<file path="src/rtl/pa_riscv_pkg.sv">
// Shared RV32I field types, opcodes and immediate limits for the encoder/loader slice.
package pa_riscv;

   typedef enum logic [1:0] {
      LW         = 2'd0,
      SW         = 2'd1,
      R_TYPE_ALU = 2'd2,
      B_TYPE     = 2'd3
   } e_instrKind;

   typedef enum logic [1:0] {
      ST_IDLE = 2'd0,
      ST_LOAD = 2'd1,
      ST_FULL = 2'd2,
      ST_ERR  = 2'd3
   } e_ldState;

   localparam logic [6:0] OPC_LW     = 7'b0000011;
   localparam logic [6:0] OPC_SW     = 7'b0100011;
   localparam logic [6:0] OPC_R_ALU  = 7'b0110011;
   localparam logic [6:0] OPC_B      = 7'b1100011;

   localparam logic [2:0] FUNCT3_WORD = 3'b010;

   localparam int IMM_I_MIN = -2048;
   localparam int IMM_I_MAX = 2047;
   localparam int IMM_B_MIN = -4096;
   localparam int IMM_B_MAX = 4094;

endpackage

</file>
<file path="src/rtl/instr_encode.sv">
// Combinational RV32I packer: decoded fields in, 32-bit word plus immediate-range flag out.
module instr_encode
   import pa_riscv::*;
(
   input  e_instrKind         i_kind,
   input  logic [4:0]         i_rd,
   input  logic [4:0]         i_rs1,
   input  logic [4:0]         i_rs2,
   input  logic [2:0]         i_funct3,
   input  logic [6:0]         i_funct7,
   input  logic signed [31:0] i_imm,
   output logic [31:0]        o_word,
   output logic               o_immValid
);

   always_comb begin
      o_word     = '0;
      o_immValid = 1'b1;
      case (i_kind)
         LW: begin
            o_word     = {i_imm[11:0], i_rs1, FUNCT3_WORD, i_rd, OPC_LW};
            o_immValid = (i_imm >= IMM_I_MIN) && (i_imm <= IMM_I_MAX);
         end
         SW: begin
            o_word     = {i_imm[11:5], i_rs2, i_rs1, FUNCT3_WORD, i_imm[4:0], OPC_SW};
            o_immValid = (i_imm >= IMM_I_MIN) && (i_imm <= IMM_I_MAX);
         end
         R_TYPE_ALU: begin
            o_word     = {i_funct7, i_rs2, i_rs1, i_funct3, i_rd, OPC_R_ALU};
            o_immValid = 1'b1;
         end
         B_TYPE: begin
            // Branch offsets are halfword multiples; bit 0 is not encodable.
            o_word     = {i_imm[12], i_imm[10:5], i_rs2, i_rs1, i_funct3,
                          i_imm[4:1], i_imm[11], OPC_B};
            o_immValid = (i_imm >= IMM_B_MIN) && (i_imm <= IMM_B_MAX) && !i_imm[0];
         end
         default: begin
            o_word     = '0;
            o_immValid = 1'b0;
         end
      endcase
   end

endmodule

</file>
<file path="src/rtl/instr_encoder_loader.sv">
// Program loader: encodes field beats and writes them sequentially to instruction memory.
module instr_encoder_loader
   import pa_riscv::*;
#(
   parameter int          DEPTH     = 64,
   parameter logic [31:0] BASE_ADDR = 32'h0000_0000,
   localparam int         CW        = $clog2(DEPTH + 1)
)(
   input  logic               i_clk,
   input  logic               i_rst_n,
   input  logic               i_start,
   input  logic               i_valid,
   output logic               o_ready,
   input  e_instrKind         i_kind,
   input  logic [4:0]         i_rd,
   input  logic [4:0]         i_rs1,
   input  logic [4:0]         i_rs2,
   input  logic [2:0]         i_funct3,
   input  logic [6:0]         i_funct7,
   input  logic signed [31:0] i_imm,
   output logic               o_memWrEn,
   output logic [31:0]        o_memAddr,
   output logic [31:0]        o_memWrData,
   output logic [CW-1:0]      o_count,
   output logic               o_full,
   output logic               o_error,
   output logic [31:0]        o_errorAddr
);

   localparam logic [CW-1:0] LAST_CNT = CW'(DEPTH - 1);

   e_ldState      state_q;
   logic          ready_q;
   logic          wrEn_q;
   logic [31:0]   addr_q;
   logic [31:0]   data_q;
   logic [31:0]   ptr_q;
   logic [CW-1:0] count_q;
   logic          full_q;
   logic          error_q;
   logic [31:0]   errAddr_q;

   logic [31:0]   encWord;
   logic          encImmValid;
   logic          accept_d;

   instr_encode u_encode (
      .i_kind     (i_kind),
      .i_rd       (i_rd),
      .i_rs1      (i_rs1),
      .i_rs2      (i_rs2),
      .i_funct3   (i_funct3),
      .i_funct7   (i_funct7),
      .i_imm      (i_imm),
      .o_word     (encWord),
      .o_immValid (encImmValid)
   );

   // A restart takes priority over any beat presented in the same cycle.
   assign accept_d = ready_q && i_valid && !i_start;

   always_ff @(posedge i_clk or negedge i_rst_n) begin
      if (!i_rst_n) begin
         state_q   <= ST_IDLE;
         ready_q   <= 1'b0;
         wrEn_q    <= 1'b0;
         addr_q    <= BASE_ADDR;
         data_q    <= '0;
         ptr_q     <= BASE_ADDR;
         count_q   <= '0;
         full_q    <= 1'b0;
         error_q   <= 1'b0;
         errAddr_q <= '0;
      end else if (i_start) begin
         state_q <= ST_LOAD;
         ready_q <= 1'b1;
         wrEn_q  <= 1'b0;
         ptr_q   <= BASE_ADDR;
         count_q <= '0;
         full_q  <= 1'b0;
         error_q <= 1'b0;
      end else if (accept_d) begin
         if (encImmValid) begin
            wrEn_q  <= 1'b1;
            addr_q  <= ptr_q;
            data_q  <= encWord;
            ptr_q   <= ptr_q + 32'd4;
            count_q <= count_q + CW'(1);
            if (count_q == LAST_CNT) begin
               state_q <= ST_FULL;
               ready_q <= 1'b0;
               full_q  <= 1'b1;
            end
         end else begin
            // Rejected beat: record where it would have landed, keep pointer and count.
            wrEn_q    <= 1'b0;
            error_q   <= 1'b1;
            errAddr_q <= ptr_q;
            state_q   <= ST_ERR;
            ready_q   <= 1'b0;
         end
      end else begin
         wrEn_q <= 1'b0;
      end
   end

   assign o_ready     = ready_q;
   assign o_memWrEn   = wrEn_q;
   assign o_memAddr   = addr_q;
   assign o_memWrData = data_q;
   assign o_count     = count_q;
   assign o_full      = full_q;
   assign o_error     = error_q;
   assign o_errorAddr = errAddr_q;

endmodule

</file>
<file path="config.mk">
export PLATFORM = sky130hd
export DESIGN_NAME = instr_encoder_loader
export DESIGN_NICKNAME = d
export VERILOG_FILES = /design/src/rtl/pa_riscv_pkg.sv /design/src/rtl/instr_encode.sv /design/src/rtl/instr_encoder_loader.sv
export SDC_FILE = /design/constraint.sdc
export NUM_CORES = 1
export LEC_CHECK = 0
export BUFFER_PORTS_ARGS = -buffer_cell sky130_fd_sc_hd__buf_2
export CAP_MARGIN = 15
export CORE_AREA = 2 2 82 162
export CTS_CLUSTER_SIZE = 30
export DETAILED_ROUTE_END_ITERATION = 7
export DIE_AREA = 0 0 84 164
export GPL_TIMING_DRIVEN = 0
export PLACE_DENSITY = 0.87
export SETUP_SLACK_MARGIN = 0.15
export SYNTH_ARGS = -nofsm -noshare
export SYNTH_HDL_FRONTEND = slang
export SYNTH_SLANG_ARGS = --single-unit
</file>
<file path="constraint.sdc">
create_clock -name i_clk -period 2.2 [get_ports i_clk]
set_clock_uncertainty 0.2 [all_clocks]
set_input_delay 0.22 -clock i_clk [delete_from_list [all_inputs] [get_ports i_clk]]
set_output_delay 0.22 -clock i_clk [all_outputs]
set_load 0.01 [all_outputs]
</file>
## After elaboration in Yosys (flattened, before gate mapping)

Cells that the tools add are included.

- Output and inout bits: 107
- Bits in registers: 139
- Input bits: 63

- $add $sub $neg: 2
- Magnitude comparators: 4
- Equality and inequality tests: 6
- Bitwise gates (word level): 2
- Reduce and logical (&&, ||, !) cells: 18
- Multiplexer cells: 22

Operators by type and width:

| cell | count |
|---|---|
| 32-bit one-hot mux with 4 select lines | 1 |
| 32-bit 2-to-1 mux | 3 |
| 32-bit by 3-bit adder with 32-bit output (second input constant) | 1 |
| 32-bit by 12-bit greater-or-equal comparator with 1-bit output (second input constant) | 1 |
| 32-bit by 13-bit greater-or-equal comparator with 1-bit output (second input constant) | 1 |
| 32-bit by 12-bit less-or-equal comparator with 1-bit output (second input constant) | 1 |
| 32-bit by 13-bit less-or-equal comparator with 1-bit output (second input constant) | 1 |
| 7-bit 2-to-1 mux | 3 |
| 1-bit 2-to-1 mux | 14 |
| 3-bit AND reduction | 3 |
| 7-bit by 1-bit adder with 7-bit output (second input constant) | 1 |
| 7-bit by 6-bit == test with 1-bit output (second input constant) | 1 |
| 2-bit AND reduction | 3 |
| 2-bit nonzero test | 3 |
| 1-bit logical AND | 5 |
| 2-bit == test (second input constant) | 2 |
| 3-bit by 2-bit != test with 1-bit output (second input constant) | 1 |
| 1-bit one-hot mux with 3 select lines | 1 |
| 2-bit by 1-bit == test with 1-bit output (second input constant) | 1 |
| 1-bit logical NOT | 2 |
| 2-bit logical NOT | 1 |
| 2-bit != test (second input constant) | 1 |
| 1-bit inverter | 2 |
| 2-bit OR reduction | 1 |

## Logic depth before layout (Yosys ltp)

Gate-level depths: netlist of the first run.

- Depth after elaboration: 7
- Depth in mapped cells: 9

## Cells and area by module

A second synthesis of the first run with hierarchy kept.

- Cells, all modules: 608
- Area, all modules: 6050.8 um^2

By module, submodules not included:

| module | instances | seq. area each (um^2) | cells an instance | area each (um^2) |
|---|---|---|---|---|
| instr_encoder_loader | 1 | 3328.2 | 547 | 5546.6 |
| instr_encode | 1 | 0.0 | 61 | 504.2 |

## Least setup slack after synthesis of the first run

No wires, ideal clock.

- Path type: input to register
- Start: in i_imm[16]
- End: reg data_q[15] (netlist: o_memWrData[15])
- Data required time: 1.872 ns
- Slack: -0.209 ns
- Arrival: 2.081 ns
- Library setup time: 0.128 ns
- Stages: 8
- Path through: or4_4 > nor2_4 > nand2_2 > a221oi_4 > nand3b_1 > buf_2 > buf_2 > mux2_1

- Longest elaborated chain between the ends: 5

RTL lines:

| what | line | RTL |
|---|---|---|
| start: declaration | instr_encoder_loader.sv:20 | `input logic signed [31:0] i_imm,` |
| 32-bit by 13-bit greater-or-equal comparator with 1-bit output or 32-bit by 13-bit less-or-equal comparator with 1-bit output (tied branches) | instr_encode.sv:36 | `o_immValid = (i_imm >= IMM_B_MIN) && (i_imm <= IMM_B_MAX) && !i_imm[0];` |
| 1-bit logical AND (2 in a row) | instr_encode.sv:36 |  |
| 1-bit one-hot mux with 3 select lines (*) | instr_encode.sv:19 | `case (i_kind)` |
| 3-bit AND reduction (no line) (*) | -- |  |
| end signal: assignment | instr_encoder_loader.sv:86 | `data_q <= encWord;` |
| end: declaration | instr_encoder_loader.sv:36 | `logic [31:0] data_q;` |

Every way passes the cells marked *; elsewhere a longest branch is shown, timed or not.
A chain may end at the register's enable or synchronous reset.

## Final worst setup path of the first run

- Start: reg ptr_q[11]
- End: reg ptr_q[30]

- Longest elaborated chain between the ends: 4

RTL lines:

| what | line | RTL |
|---|---|---|
| start: declaration | instr_encoder_loader.sv:37 | `logic [31:0] ptr_q;` |
| start signal: assignment | instr_encoder_loader.sv:87 | `ptr_q <= ptr_q + 32'd4;` |
| 32-bit by 3-bit adder with 32-bit output | instr_encoder_loader.sv:87 |  |
| 32-bit 2-to-1 mux | instr_encoder_loader.sv:83 | `if (encImmValid) begin` |
| 32-bit 2-to-1 mux | instr_encoder_loader.sv:82 | `end else if (accept_d) begin` |
| 32-bit 2-to-1 mux | instr_encoder_loader.sv:74 | `end else if (i_start) begin` |

Every way passes these cells. The select of a mux whose other input is x is not followed.

==> flow_metrics.env, run 1 <==
export IMPL_clk_pin_slew_ns=0.06
export IMPL_setup_viol=70
export IMPL_critPathArrivalTime_ns=2.53
export IMPL_final_max_slew_viol_count=0
export IMPL_crit_fanout=3
export IMPL_relSlewSlack=0.5275
export IMPL_comb_power_share=0.141
export IMPL_hold_worst_slack_ns=0.06343
export IMPL_fin_cells=933
export IMPL_p_per_area_nw_per_um2=735.2
export IMPL_antenna_found_initial=0
export IMPL_drt_pre_antenna_iters=5
export IMPL_path_class="flip-flop to flip-flop"
export IMPL_outcome="finished, violations left"
export IMPL_port_buffers=162
export IMPL_hold_viol_final=0
export IMPL_worst_setup_path_start_kind="flip-flop"
export IMPL_p_clk_frac=0.452
export IMPL_drt_total_wl_um=18360
export IMPL_gp_congestion=0.8155
export IMPL_ys_seq_elements=130
export IMPL_intPower_w=0.004874
export IMPL_vias_per_cell=5.480
export IMPL_yosysTopAreaCell="dfrtp_1"
export IMPL_clk_latency_ns=0.42
export IMPL_avgSynthCellArea_um2=11.62
export IMPL_setup_slack_ns=-0.2005
export IMPL_dieArea_um2=13780
export IMPL_reg2regPathDepth=9
export IMPL_syn_to_final_growth_pct=54.01
export IMPL_hold_path_class="input pin to asynchronous set/reset pin"
export IMPL_fin_util=0.7059
export IMPL_failed_checks="negative setup slack"
export IMPL_grt_max_degree=94
export IMPL_reg2reg_setup_slack_ns=-0.20
export IMPL_synthFlopType="dfrtp_1"
export IMPL_wl_per_cell_um=19.68
export IMPL_cts_max_level=4
export IMPL_drtIter0Drc=397
export IMPL_ir_worst_vdd_mv=0.5949
export IMPL_place_hpwl_um=10470
export IMPL_seq_area_frac_synth=0.5653
export IMPL_layout_nets=835
export IMPL_synth_area_leaders="dfrtp_1 (57%), mux2_2 (8.6%), mux2_1 (4.1%), xor2_1 (3.2%), mux2i_1 (3.0%)"
export IMPL_cp_data_required_time_ns=2.33
export IMPL_fin_crit_ns=2.401
export IMPL_power_switching_w=0.001642
export IMPL_async_flop_share=1.000
export IMPL_start_util=0.4583
export IMPL_switching_share=0.2519
export IMPL_crit_path_end_kind="flip-flop"
export IMPL_cts_sinks=130
export IMPL_synth_edf_count=0
export IMPL_rr_startpoint="ptr_q[11]$_DFFE_PN0P_"
export IMPL_synth_warnings=0
export IMPL_synth_area_um2=5754
export IMPL_synthCells=495
export IMPL_synth_distinct_cells=46
export IMPL_routed_via_count=5113
export IMPL_dieWidth_um=84
export IMPL_tns_ns=-3.490
export IMPL_drive_above_1_share=0.5096
export IMPL_overflow=0
export IMPL_yosysMostFrequentCell="dfrtp_1"
export IMPL_cap_viol_max_count=0
export IMPL_cts_buffers=17
export IMPL_grt_pass1_wl_um=25760
export IMPL_clockBufferDepth=2
export IMPL_fp_row_count=58
export IMPL_r2r_end="ptr_q[30]$_DFFE_PN0P_"
export IMPL_drc_errors=0
export IMPL_diodes=0
export IMPL_dp_cells=813
export IMPL_yosys_top_cells_count="dfrtp_1 (130), mux2_2 (44), nand2_1 (44)"
export IMPL_ant_nets=0
export IMPL_cts_tree="yes"
export IMPL_pwr_share_seq=0.407
export IMPL_worstMarginPinSlew_ns=0.7061
export IMPL_final_area_um2=8862
export IMPL_ioPinCount=170
export IMPL_grt_usage=0.2399
export IMPL_p_leak_nw=4.556
export IMPL_rsz0062_at_grt="yes"
export IMPL_fp_dieH_um=164
export IMPL_core_um2=12550
export IMPL_max_freq_mhz=416.6
export IMPL_period_share=1.091
export IMPL_yosysTopAreaCellShare=0.5653
export IMPL_grt_pass1_vias=5185
export IMPL_cts_root_buffer="clkbuf_16"
export IMPL_placed_cell_area_um2=6920
-- placed cells by master, fill, tap and decap left out, types with 8 or more instances in the layout --
| cell | n |
|---|---|
| mux2_2 | 39 |
| and3_1 | 10 |
| nand2_1 | 21 |
| buf_2 | 160 |
| dlygate4sd3_1 | 41 |
| nand2_2 | 12 |
| mux2_1 | 15 |
| mux2_4 | 11 |
| nand4_1 | 16 |
| mux2i_1 | 17 |
| dfrtp_1 | 126 |
| nand3_1 | 9 |
| o21ai_1 | 9 |
| o21ai_2 | 15 |
| buf_4 | 38 |
| buf_6 | 24 |
| a21oi_1 | 13 |
| o21ai_0 | 8 |
| xor2_1 | 20 |
| nor2_1 | 30 |
| nand2_4 | 13 |
| clkbuf_16 | 20 |
-- critical path: stages (launching register included) --
cell and delay (ns):
dfrtp_1 0.38, and4_4 0.23, and3_4 0.20, nand4_1 0.16, buf_6 0.19, nor4_4 0.23
buf_4 0.18, nand2_1 0.07, or3_1 0.33, a21oi_1 0.14
-- routing by layer --
metal	vias up	part of all wire	global-route usage
met2	241	0.55	0.4305
li1	2297	-	-
met4	0	0.043	0.1268
met3	66	0.054	0.06231
met5	-	0	0
met1	2509	0.36	0.2553
-- flip-flops by register name, indices dropped and copies added (netlist names) --
signal and cells:
o_ready 1, o_memAddr 30, o_count 7, ptr_q 30, o_memWrEn 1, o_memWrData 29, o_error 1, o_errorAddr 30
o_full 1
-- logic make-up (layout without fill, tap and decap cells) --
| logic type | count (synthesis) | after routing | share of synthesized area |
|---|---|---|---|
| and+or+nand+nor | 164 | 164 | 0.1479 |
| DFF | 130 | 130 | 0.5653 |
| muxes | 82 | 82 | 0.1568 |
| AOI/OAI and AO/OA | 59 | 59 | 0.06110 |
| buffers and inverters | 35 | 318 | 0.03044 |
| xor gates and xnor gates | 22 | 22 | 0.03349 |
| adders and majority gates | 2 | 2 | 0.004348 |
| other | 1 | 6 | 0.0006517 |
-- power groups by stage --
stage | sequential, W | clock, W | combinational [W]
after floorplan | 0.00272 | 0 | 0.000265
after global placement | 0.00264 | 0 | 0.000639
after detailed placement | 0.00265 | 0 | 0.000662
after CTS | 0.00260 | 0.00298 | 0.000767
after global routing | 0.00266 | 0.00309 | 0.000985
final | 0.00265 | 0.00295 | 0.000919
-- stage by stage --
stage / total power (W) / worst slack [ns]
6_report: 0.006516 / -0.2005
5_1_grt: 0.006733 / -0.2289
4_1_cts: 0.006351 / 0.02074
3_5_place_dp: 0.003309 / -0.6046
3_3_place_gp: 0.003281 / -0.9648
2_1_floorplan: 0.002980 / -0.1752
-- how the worst max path moves through the flow --
stage	from	endpoint	slack, ns	depth (start not counted)
after floorplan	i_imm[29]	o_errorAddr[10]$_DFFE_PN0P_	-0.18	8
after global placement	i_rst_n	o_errorAddr[6]$_DFFE_PN0P_	-0.96	1
after detailed placement	i_imm[29]	o_errorAddr[10]$_DFFE_PN0P_	-0.60	9
after CTS	i_imm[28]	ptr_q[24]$_DFFE_PN0P_	0.02	9
after global routing	ptr_q[9]$_DFFE_PN0P_	ptr_q[30]$_DFFE_PN0P_	-0.23	9
final	ptr_q[11]$_DFFE_PN0P_	ptr_q[30]$_DFFE_PN0P_	-0.20	9
-- cell type report --
type | instances | area [um^2]
fill | 810 | 3692
sequential | 130 | 3258
multi-input combinational | 335 | 2764
timing repair buffer | 251 | 1715
clock buffer | 17 | 425.4
buffer | 31 | 305.3
clock inverter | 15 | 191.4
tap | 150 | 187.7
inverter | 4 | 15.01
-- timing repair --
item                                   4_1_cts  5_1_grt
hold buffers                                41        0
buffers inserted                            21       20
endpoints found under the hold margin      155        0
gates resized for setup                     34      108
gates cloned                                 2        4
pin swaps                                   15       39
setup endpoints to repair                  111      119
(Power assumes the default switching activity.)
==> run 2: changes to the inputs <==
BUFFER_PORTS_ARGS = default   (was -buffer_cell sky130_fd_sc_hd__buf_2)
CORE_AREA = 2 2 75 148   (was 2 2 82 162)
DIE_AREA = 0 0 77 150   (was 0 0 84 164)
DONT_BUFFER_PORTS = 1   (was default)
PLACE_DENSITY = 0.85   (was 0.87)
==> run 2 against run 1 <==
  * The run ends with negative hold slack, negative setup slack left
  * Worst setup slack better by 0.076 ns
  * Register-to-register slack improved by 0.08 ns
  * Power fell by 4.2%
  * Flip-flop and latch count unchanged
  * Final cell count fell by 19%
  * Clock-buffer cell count grew 4
  * Die area shrank 16%
  * Largest cell class unchanged
  * Largest power group unchanged
==> flow_metrics.env, run 2 (synthesis results as in run 1) <==
export IMPL_outcome="finished, violations left"
export IMPL_failed_checks="negative hold slack, negative setup slack"
export IMPL_tns_ns=-0.2624
export IMPL_fp_row_count=53
export IMPL_routed_via_count=4631
export IMPL_rr_startpoint="ptr_q[11]$_DFFE_PN0P_"
export IMPL_cap_viol_max_count=0
export IMPL_r2r_end="ptr_q[28]$_DFFE_PN0P_"
export IMPL_clockBufferDepth=2
export IMPL_reg2regPathDepth=8
export IMPL_drtIter0Drc=303
export IMPL_seqCellArea_um2=3261
export IMPL_grt_usage=0.2767
export IMPL_dieArea_um2=11550
export IMPL_path_class="flip-flop to flip-flop"
export IMPL_p_leak_nw=3.828
export IMPL_grt_max_degree=131
export IMPL_layout_nets=670
export IMPL_cts_max_level=4
export IMPL_cts_root_buffer="clkbuf_16"
export IMPL_rsz0062_at_grt="yes"
export IMPL_dp_slack_ns=-0.5227
export IMPL_wl_per_cell_um=23.95
export IMPL_max_freq_mhz=430.1
export IMPL_ioPinCount=170
export IMPL_crit_path_end_kind="flip-flop"
export IMPL_clk_latency_ns=0.41
export IMPL_grt_pass1_vias=4893
export IMPL_use_met3=0.08504
export IMPL_grt_use_met1=0.2839
export IMPL_final_max_slew_viol_count=0
export IMPL_clk_pin_slew_ns=0.06
export IMPL_mostFrequentLayoutCells="dfrtp_1 (124), dlygate4sd3_1 (44), buf_4 (37)"
export IMPL_cp_data_required_time_ns=2.29
export IMPL_drt_pre_antenna_iters=5
export IMPL_grt_use_met2=0.4917
export IMPL_fin_util=0.7774
export IMPL_n_fill_cell=593
export IMPL_fin_crit_ns=2.325
export IMPL_setup_viol=4
export IMPL_ir_worst_vdd_mv=0.6943
export IMPL_final_common_cell="dfrtp_1"
export IMPL_p_total_w=0.006240
export IMPL_relSlewSlack=0.5316
export IMPL_multi_input_area_um2=2895
export IMPL_worstMarginPinSlew_ns=0.7026
export IMPL_hold_worst_slack_ns=-0.6977
export IMPL_ant_nets=0
export IMPL_dieWidth_um=77
export IMPL_antenna_found_initial=0
export IMPL_hold_path_class="input pin to asynchronous set/reset pin"
export IMPL_drt_total_wl_um=18080
export IMPL_core_um2=10480
export IMPL_syn_to_final_growth_pct=41.55
export IMPL_hold_viol_final=130
export IMPL_vias_per_cell=6.134
export IMPL_place_hpwl_um=9899
export IMPL_gp_congestion=0.8288
export IMPL_overflow=0
export IMPL_reg2reg_setup_slack_ns=-0.12
export IMPL_drc_errors=0
export IMPL_cts_tree="yes"
export IMPL_drive_above_1_share=0.4133
export IMPL_cts_sinks=130
export IMPL_start_util=0.5492
export IMPL_p_per_area_nw_per_um2=766.0
export IMPL_worst_setup_path_start_kind="flip-flop"
export IMPL_period_share=1.057
export IMPL_critPathArrivalTime_ns=2.41
export IMPL_setup_slack_ns=-0.1249
export IMPL_grt_pass1_wl_um=24760
export IMPL_crit_fanout=4
export IMPL_port_buffers=0
export IMPL_grt_busiest_layer="met2"
export IMPL_cts_hold_buffers=44
export IMPL_cts_buffers=17
export IMPL_fp_dieH_um=150
[run 2: power by group]
group | switching, W | total, W | internal [W] | leakage [nW]
combinational | 0.000280 | 0.000596 | 0.000316 | 1.78
clock | 0.00103 | 0.00289 | 0.00186 | 0.291
sequential | 0.000219 | 0.00275 | 0.00253 | 1.76
total | 0.00153 | 0.00624 | 0.00471 | 3.83
[run 2: metal layers]
metal	routed length, um	part of all wire
met5	0	0
met4	656	0.036
met3	1141	0.063
met2	9959	0.55
met1	6327	0.35
[run 2: how the worst max path moves through the flow]
stage,end,slack [ns],start,depth (start not counted)
after global routing,ptr_q[28]$_DFFE_PN0P_,-0.17,ptr_q[10]$_DFFE_PN0P_,8
after CTS,ptr_q[31]$_DFFE_PN0P_,-0.007,ptr_q[11]$_DFFE_PN0P_,7
after detailed placement,o_errorAddr[3]$_DFFE_PN0P_,-0.52,i_imm[29],8
after floorplan,o_errorAddr[10]$_DFFE_PN0P_,-0.18,i_imm[29],8
final,ptr_q[28]$_DFFE_PN0P_,-0.12,ptr_q[11]$_DFFE_PN0P_,8
after global placement,o_errorAddr[18]$_DFFE_PN0P_,-0.50,i_imm[29],8
[run 2: final cells by class]
class / instances / share of cell area
Buffer: 30 / 0.03426
Clock inverter: 10 / 0.01628
Clock buffer: 21 / 0.05776
Antenna cell: 1 / 0.0003072
Sequential cell: 130 / 0.4003
Inverter: 4 / 0.001843
Timing Repair Buffer: 87 / 0.1127
Multi-Input combinational cell: 335 / 0.3555
Tap cell: 137 / 0.02104
[run 2: critical path, stage by stage (launching register included)]
cell	delay, ns
dfrtp_1	0.37
and4_4	0.24
and3_4	0.20
nand4_1	0.21
buf_4	0.24
nor2b_4	0.15
nand3_4	0.11
nor3_4	0.16
mux2_4	0.32
[run 2: stage by stage]
| step | instances | instance area (um^2) | hold WS, ns |
|---|---|---|---|
| final | 755 | 8145 | -0.6977 |
| after global routing | 754 | 8143 | -0.7159 |
| after CTS | 732 | 7410 | -0.7114 |
| after detailed placement | 637 | 6060 | -0.2736 |
| after global placement | 637 | 6060 | -0.2726 |
| after floorplan | 500 | 5888 | -0.2756 |
[run 2: what timing repair did]
item / 4_1_cts / 5_1_grt
pin swaps: 17 / 19
hold endpoints to repair: 157 / 130
gates cloned: 0 / 8
resized for setup: 38 / 134
setup buffers: 21 / 14
setup endpoints to repair: 67 / 105
